`src/rtl/mips_bus_pkg.sv`:
```
// rtl/mips_bus_pkg.sv - shared constants and types for the MIPS bus arbiter
package mips_bus_pkg;

    localparam int ADDR_W = 32;
    localparam int DATA_W = 32;
    localparam int BE_W   = 4;

    localparam logic [1:0] GNT_NONE = 2'b00;
    localparam logic [1:0] GNT_I    = 2'b01;
    localparam logic [1:0] GNT_D    = 2'b10;

    typedef enum logic [1:0] {
        ST_IDLE   = 2'b00,
        ST_LOCK_I = 2'b01,
        ST_LOCK_D = 2'b10
    } arb_state_t;

endpackage

```
`src/rtl/mips_bus_arbiter.sv`:
```
// rtl/mips_bus_arbiter.sv - data-first IF/MEM bus arbiter with fetch starvation guard
module mips_bus_arbiter
    import mips_bus_pkg::*;
#(
    parameter int STARVE_LIMIT = 4
) (
    input  logic              clk,
    input  logic              reset,
    input  logic              i_req,
    input  logic [ADDR_W-1:0] i_addr,
    output logic [DATA_W-1:0] i_rdata,
    output logic              i_ack,
    input  logic              d_read,
    input  logic              d_write,
    input  logic [ADDR_W-1:0] d_addr,
    input  logic [DATA_W-1:0] d_wdata,
    input  logic [BE_W-1:0]   d_byteenable,
    output logic [DATA_W-1:0] d_rdata,
    output logic              d_ack,
    output logic [ADDR_W-1:0] address,
    output logic              read,
    output logic              write,
    output logic [DATA_W-1:0] writedata,
    output logic [BE_W-1:0]   byteenable,
    input  logic [DATA_W-1:0] readdata,
    input  logic              waitrequest,
    output logic [1:0]        grant
);

    localparam int CNT_W = $clog2(STARVE_LIMIT + 1);
    localparam logic [CNT_W-1:0] CNT_MAX = CNT_W'(STARVE_LIMIT);

    arb_state_t       state;
    logic [CNT_W-1:0] starve_cnt;
    logic [1:0]       win;
    logic             d_req;
    logic             accept;

    assign d_req = d_read | d_write;

    // Winner is gated by reset so the bus goes quiet the instant reset asserts.
    always_comb begin
        win = GNT_NONE;
        if (reset) begin
            case (state)
                ST_IDLE: begin
                    if (i_req && (starve_cnt == CNT_MAX || !d_req))
                        win = GNT_I;
                    else if (d_req)
                        win = GNT_D;
                end
                ST_LOCK_I: if (i_req) win = GNT_I;
                ST_LOCK_D: if (d_req) win = GNT_D;
                default:   win = GNT_NONE;
            endcase
        end
    end

    always_comb begin
        address    = '0;
        read       = 1'b0;
        write      = 1'b0;
        writedata  = '0;
        byteenable = '0;
        if (win == GNT_I) begin
            address    = i_addr;
            read       = 1'b1;
            byteenable = {BE_W{1'b1}};
        end else if (win == GNT_D) begin
            address    = d_addr;
            writedata  = d_wdata;
            byteenable = d_byteenable;
            write      = d_write;
            read       = !d_write;
        end
    end

    assign accept  = (win != GNT_NONE) && !waitrequest;
    assign i_ack   = accept && (win == GNT_I);
    assign d_ack   = accept && (win == GNT_D);
    assign i_rdata = readdata;
    assign d_rdata = readdata;
    assign grant   = win;

    always_ff @(posedge clk or negedge reset) begin
        if (!reset) begin
            state      <= ST_IDLE;
            starve_cnt <= '0;
        end else begin
            // A dropped request while locked also lands here: abort back to IDLE.
            if (win == GNT_NONE || accept)
                state <= ST_IDLE;
            else if (win == GNT_I)
                state <= ST_LOCK_I;
            else
                state <= ST_LOCK_D;

            if (!i_req || i_ack)
                starve_cnt <= '0;
            else if (starve_cnt != CNT_MAX)
                starve_cnt <= starve_cnt + 1'b1;
        end
    end

endmodule

```
`config.mk`:
```
export PLATFORM = sky130hd
export DESIGN_NAME = mips_bus_arbiter
export DESIGN_NICKNAME = d
export VERILOG_FILES = /design/src/rtl/mips_bus_pkg.sv /design/src/rtl/mips_bus_arbiter.sv
export SDC_FILE = /design/constraint.sdc
export NUM_CORES = 1
export LEC_CHECK = 0
export CAP_MARGIN = 20
export CORE_AREA = 2 2 107 109
export CTS_BUF_LIST = sky130_fd_sc_hd__clkbuf_8
export DETAILED_ROUTE_END_ITERATION = 7
export DIE_AREA = 0 0 109 111
export GPL_ROUTABILITY_DRIVEN = 0
export GPL_TIMING_DRIVEN = 0
export SETUP_SLACK_MARGIN = 0.15
export SYNTH_ARGS = -nofsm -noshare
export SYNTH_HDL_FRONTEND = slang
export SYNTH_SLANG_ARGS = --single-unit
export TNS_END_PERCENT = 1
```
`constraint.sdc`:
```
create_clock -name clk -period 2.6 [get_ports clk]
set_clock_uncertainty 0.2 [all_clocks]
set_input_delay 0.52 -clock clk [delete_from_list [all_inputs] [get_ports clk]]
set_output_delay 0.52 -clock clk [all_outputs]
set_load 0.005 [all_outputs]
```
==> metrics, run 1 <==
outcome=finished clean; Startpoint Class=register; hold path depth=3; most frequent cell after synthesis=buf_4; Power Dens Cells=250 mW/mm^2; Cell variety after synth=32; Routed WL=9980 um; Rows=39; Seq cells post-synth=5; initial core utilization=16.4%; post-DR vias/cell=4.19; Core Region=0.0111 mm^2; cells after synthesis=264; sequential share of the synthesized area=6.89%; number of I/O port buffers=243; Reg2Reg Depth=6; Buffers & Inverters on Critical Path=3; Leak=2.19 nW; CP max stage cell=dfrtp_1; Critical Path End Type=primary output; # fillers=1120; Slew Limit Headroom=84.2%; Switch Pwr=0.382 mW; Arr. time, crit path=1.82 ns; family with the most delay on the worst path=simple AND/OR/NAND/NOR gates; mux cell area share after synthesis=0.551%; Final period util=97.5%; fraction of layout cells with a size suffix above 1=37.7%; Setup TNS=0 ns; Int Power=0.801 mW; XOR/XNOR Fraction of Synth Area=0%; post-synth net total=404; CTS Buf Count=3; die width=109 um; RSZ-0062 raised after global routing=yes; Endpoint, Worst Hold=starve_cnt[0]; Slew Limit Fails=0; Remaining DRCs=0; hpwl dp=8190 um; cell taking the most area after synthesis=buf_4; final setup violating endpoints=0; CP peak stage delay=0.38 ns; routed length per instance=14.8 um; Worst R2R Setup Slack=0.97 ns; GRT overflow=0; Clock power frac=12.2%; FMAX=394 MHz; Critical Setup Path Class=reg2out; Ports=276; first-pass GRT wire length=14600 um; ys async rst share=100%; initial antenna violation count=1; Synth-to-Final Area Change=161%; CP cell instances=inv_2 -> ha_4 -> nand4b_4 -> and4bb_2 -> buf_6 -> and2_4 -> dlygate4sd2_1; Post-DP Area=0.00443 mm^2; drt pass-1 iters=4; total power=1.18 mW; Synth top area share=26.5%; simple logic cell fraction of the synthesized area=39.1%; Inst Count DP=650; Gate power share=79.0%; via count=2820; antenna-violating nets left=0; Antenna diodes=0; largest net degree at the start of global routing=11; warnings from Yosys=0; Cell Count, Final, Fillers Out=673; Synth Area per Inst=6.88 um^2; design area=0.00473 mm^2; Post-synth EDFFs=0; CTS tree=done; worst skew pair latency=0.23 ns; hold violation count in the final report=0; R2R Path Start=starve_cnt[0]; Synth Area in Compound Gates=17.2%; Most used DFF post-synth=dfrtp_1; WP data required=1.88 ns; Seq pwr share=8.8%; FF-to-FF End=state[1]; final worst path period need=2.54 ns; die boundary height=111 um; max_cap viols=0; combinational family with the most area after synthesis=simple AND/OR/NAND/NOR gates; HP Class=reg2reg; Hold Startpoint=starve_cnt[0]; Total Die Area=0.0121 mm^2; CTS Root Cell=clkbuf_8; final net count=671; Synth Area in Adders=1.38%; vias in the first global route=2906; Hold WS=0.401 ns; clock slew at reported path FFs=0.04 ns; Synth area leaders=buf_4, and2_4, o22ai_1; Post-synth top cells=buf_4, nand2_1, o22ai_1; Worst VDD drop=0.134 mV; Initial DRC Count=91; crit-path max FO=5; Slew @ Worst Pin=0.236 ns; switching share of total power=32.3%; H-tree Lvls=1; Total GRT Usage=15.3%; clk buf depth=2; clock sinks=5; synthesized cell area=0.00182 mm^2
-- worst max path at each step --
stage | start | to | slack [ns] | cells past startpoint
after floorplan | starve_cnt[0] | address[10] | 0.56 | 6
after global placement | reset | address[30] | -0.99 | 6
after detailed placement | reset | address[30] | -1.06 | 6
after CTS | d_write | address[25] | -0.04 | 6
after global routing | starve_cnt[0] | writedata[1] | -0.02 | 7
final | starve_cnt[0] | writedata[1] | 0.06 | 7
-- through the flow --
step | setup WS [ns] | util (%)
after global placement | -0.990 | 40.0
after detailed placement | -1.06 | 40.0
after global routing | -0.0159 | 42.7
after floorplan | 0.562 | -
after CTS | -0.0409 | 42.6
final | 0.0642 | 42.7
-- power by group through the flow --
stage                     Combinational, mW  Clock, mW  Sequential (mW)
after floorplan                       0.351          0            0.102
after global placement                0.843          0            0.104
after detailed placement              0.850          0            0.105
after CTS                             0.924      0.147            0.103
after global routing                   1.01      0.153            0.106
final                                 0.935      0.144            0.104
-- layout by cell type (no fill, tap or decap), types with 2 or more instances in the layout --
cell type	instances
dlymetal6s2s_1	3
and2_4	30
clkdlybuf4s15_2	2
dlygate4sd2_1	10
clkbuf_4	6
clkdlybuf4s15_1	13
clkbuf_8	4
inv_1	3
clkdlybuf4s50_1	166
nand2_1	41
o21ai_0	2
buf_4	69
nor2b_1	2
dfrtp_1	4
o22ai_1	31
and2_1	4
nand3_1	32
clkbuf_2	20
buf_8	3
nor2_1	2
o22ai_2	2
a21boi_0	5
buf_2	5
buf_6	47
-- per-layer routing --
layer  vias up  share of wire (%)  track usage [%]
met5         -               0.10                0
met4         2               0.56             2.48
met3         8                 13             5.70
met2       176                 54             31.1
met1      1260                 32             14.2
li1       1374                  -                -
-- what timing repair did --
| item | in CTS | in global routing |
|---|---|---|
| setup buffers | 14 | 0 |
| hold buffers | 1 | 0 |
| setup endpoints to repair | 74 | 62 |
| cloned | 4 | 0 |
| hold endpoints to repair | 5 | 0 |
| gates resized for setup | 227 | 81 |
| pin swaps | 14 | 9 |
-- logic make-up after synthesis --
group	Yosys count
AO/OA/AOI/OAI	47
flip-flops	5
adder cells (fa/ha/maj)	2
buffers and inverters	88
AND/OR/NAND/NOR	121
multiplexers	1
-- flip-flops by register name, indices dropped and copies added (netlist names) --
| register | count |
|---|---|
| state | 2 |
| starve_cnt | 3 |
-- area by class of cell --
cell class | instances | area (um^2) | share of cell area (%)
timing repair buffer | 261 | 2520 | 53.2
clock inverter | 1 | 3.75 | 0.0793
buffer | 85 | 708 | 15.0
clock buffer | 3 | 41.3 | 0.873
multi-input combinational | 172 | 1140 | 24.2
inverter | 3 | 11.3 | 0.238
sequential | 5 | 126 | 2.67
tap | 143 | 179 | 3.78
-- worst min-delay path: cells and delay by family (launching register included) --
kind | cells | cell delay (ns)
DFF | 1 | 0.35
and+or+nand+nor | 1 | 0.06
AOI/OAI and AO/OA | 1 | 0.09
buffers and inverters | 1 | 0.06
Power figures use the tool's default switching activity.
==> inputs of run 2 (changes only) <==
- CORE_AREA: 2 2 107 109 -> 4 4 106 108
- DIE_AREA: 0 0 109 111 -> 0 0 110 112
==> metrics, run 2 (synthesis gave the netlist of run 1 again) <==
family with the most delay on the worst path=simple AND/OR/NAND/NOR gates; routed length per instance=16.0 um; Slew Limit Headroom=84.1%; Startpoint Class=register; drt pass-1 iters=5; max_cap viols=0; Hold WS=0.408 ns; Power Dens Cells=251 mW/mm^2; vias in the first global route=2872; Core Region=0.0102 mm^2; Clock power frac=11.8%; Rows=37; Leak=2.17 nW; die width=110 um; worst skew pair latency=0.22 ns; H-tree Lvls=1; via count=2830; Setup WS post-layout=0.0807 ns; CTS Buf Count=3; Top reg by flops=starve_cnt; HP Class=reg2reg; RSZ-0062 raised after global routing=yes; outcome=finished clean; FF-to-FF End=state[1]; Total Die Area=0.0123 mm^2; first-pass GRT wire length=14800 um; Int Power=0.785 mW; largest net degree at the start of global routing=11; total power=1.16 mW; design area=0.00463 mm^2; Gate power share=79.2%; post-DR vias/cell=4.26; Critical Path End Type=primary output; Ports=276; CTS Root Cell=clkbuf_8; Inst Count DP=643; max FFs per register=3; Post-DP Area=0.00442 mm^2; Reg2Reg Depth=6; Place WS=-0.887 ns; # fillers=1018; Total GRT Usage=15.3%; Setup TNS=0 ns; CP peak stage delay=0.38 ns; CP max stage cell=dfrtp_1; final core utilization=45.2%; Routed WL=10600 um; Slew @ Worst Pin=0.238 ns; Worst VDD drop=0.148 mV; Critical Setup Path Class=reg2out; clock sinks=5; Synth-to-Final Area Change=155%; final net count=669; CTS tree=done; Antenna diodes=0; FMAX=397 MHz; Slew Limit Fails=0; final worst path period need=2.52 ns; Remaining DRCs=0; Worst R2R Setup Slack=0.95 ns; clk buf depth=2; switching share of total power=32.5%; biggest regs=starve_cnt (3), state (2); Final period util=96.9%; number of I/O port buffers=243; Hold Startpoint=starve_cnt[0]; most common cell after layout, fill and taps aside=clkdlybuf4s50_1; hold path depth=3; fraction of layout cells with a size suffix above 1=39.2%; Seq pwr share=9.0%; initial core utilization=17.7%; Endpoint, Worst Hold=starve_cnt[0]; antenna-violating nets left=0; hold violation count in the final report=0; initial antenna violation count=0; crit-path max FO=4; final setup violating endpoints=0; Buffers & Inverters on Critical Path=3; GRT overflow=0; Switch Pwr=0.377 mW; most frequent cells in the layout=clkdlybuf4s50_1, buf_4, buf_6; R2R Path Start=starve_cnt[0]; die boundary height=112 um; Cell Count, Final, Fillers Out=664; WP data required=1.88 ns; Arr. time, crit path=1.80 ns; Initial DRC Count=54; hpwl dp=9000 um; clock slew at reported path FFs=0.03 ns; CP cell instances=inv_2 -> ha_4 -> nand4b_4 -> and4bb_2 -> buf_4 -> nor2b_1 -> dlygate4sd2_1
[run 2: changes by cell type in the layout (fill, tap and decap cells not counted), sizes merged]
cell	previous run	this run
clkdlybuf4s50	166	165
dlymetal6s2s	3	4
clkdlybuf4s15	15	9
dlygate4sd2	10	7
clkbuf	30	37
[run 2: tightest hold or removal path, stage by stage (launching register included)]
cell and delay [ns]:
dfrtp_1 0.35, inv_2 0.06, o2111ai_1 0.09, nand2_1 0.06
[run 2: per-layer routing]
layer	GRT usage [%]	up-vias	part of all wire [%]
li1	-	1365	-
met1	13.8	1263	32
met2	31.5	188	54
met3	5.28	14	13
met4	2.99	0	1.4
met5	0	-	0
[run 2: worst max path at each step]
stage | slack [ns] | start | to | cells after the start
after floorplan | 0.56 | starve_cnt[0] | address[10] | 6
after global placement | -0.86 | reset | address[30] | 6
after detailed placement | -0.89 | reset | address[3] | 6
after CTS | -0.04 | d_write | address[10] | 6
after global routing | 0.01 | starve_cnt[0] | d_ack | 7
final | 0.08 | starve_cnt[0] | d_ack | 7
[run 2: power by group through the flow]
stage | registers [mW] | logic, mW | clock network [mW]
after global placement | 0.105 | 0.844 | 0
after detailed placement | 0.107 | 0.857 | 0
after global routing | 0.106 | 0.992 | 0.147
final | 0.105 | 0.920 | 0.137
after floorplan | 0.102 | 0.351 | 0
after CTS | 0.105 | 0.917 | 0.141
[run 2: cell type report]
cell class              count  area [um^2]  area share [%]
plain buffers              85          686            14.8
clock buffers               3         41.3           0.892
clock inverters             1         3.75          0.0811
inverters                   3         11.3           0.243
multi-input cells         172         1140            24.6
flip-flops and latches      5          125            2.70
well taps                 136          170            3.68
repair buffers            259         2450            53.0
[run 2: timing repair]
item | CTS | global route
endpoints found under the setup margin | 74 | 69
pin swaps | 13 | 5
cloned | 4 | 0
resized for setup | 240 | 77
hold buffers | 1 | 0
setup buffers | 12 | 0
endpoints found under the hold margin | 5 | 0
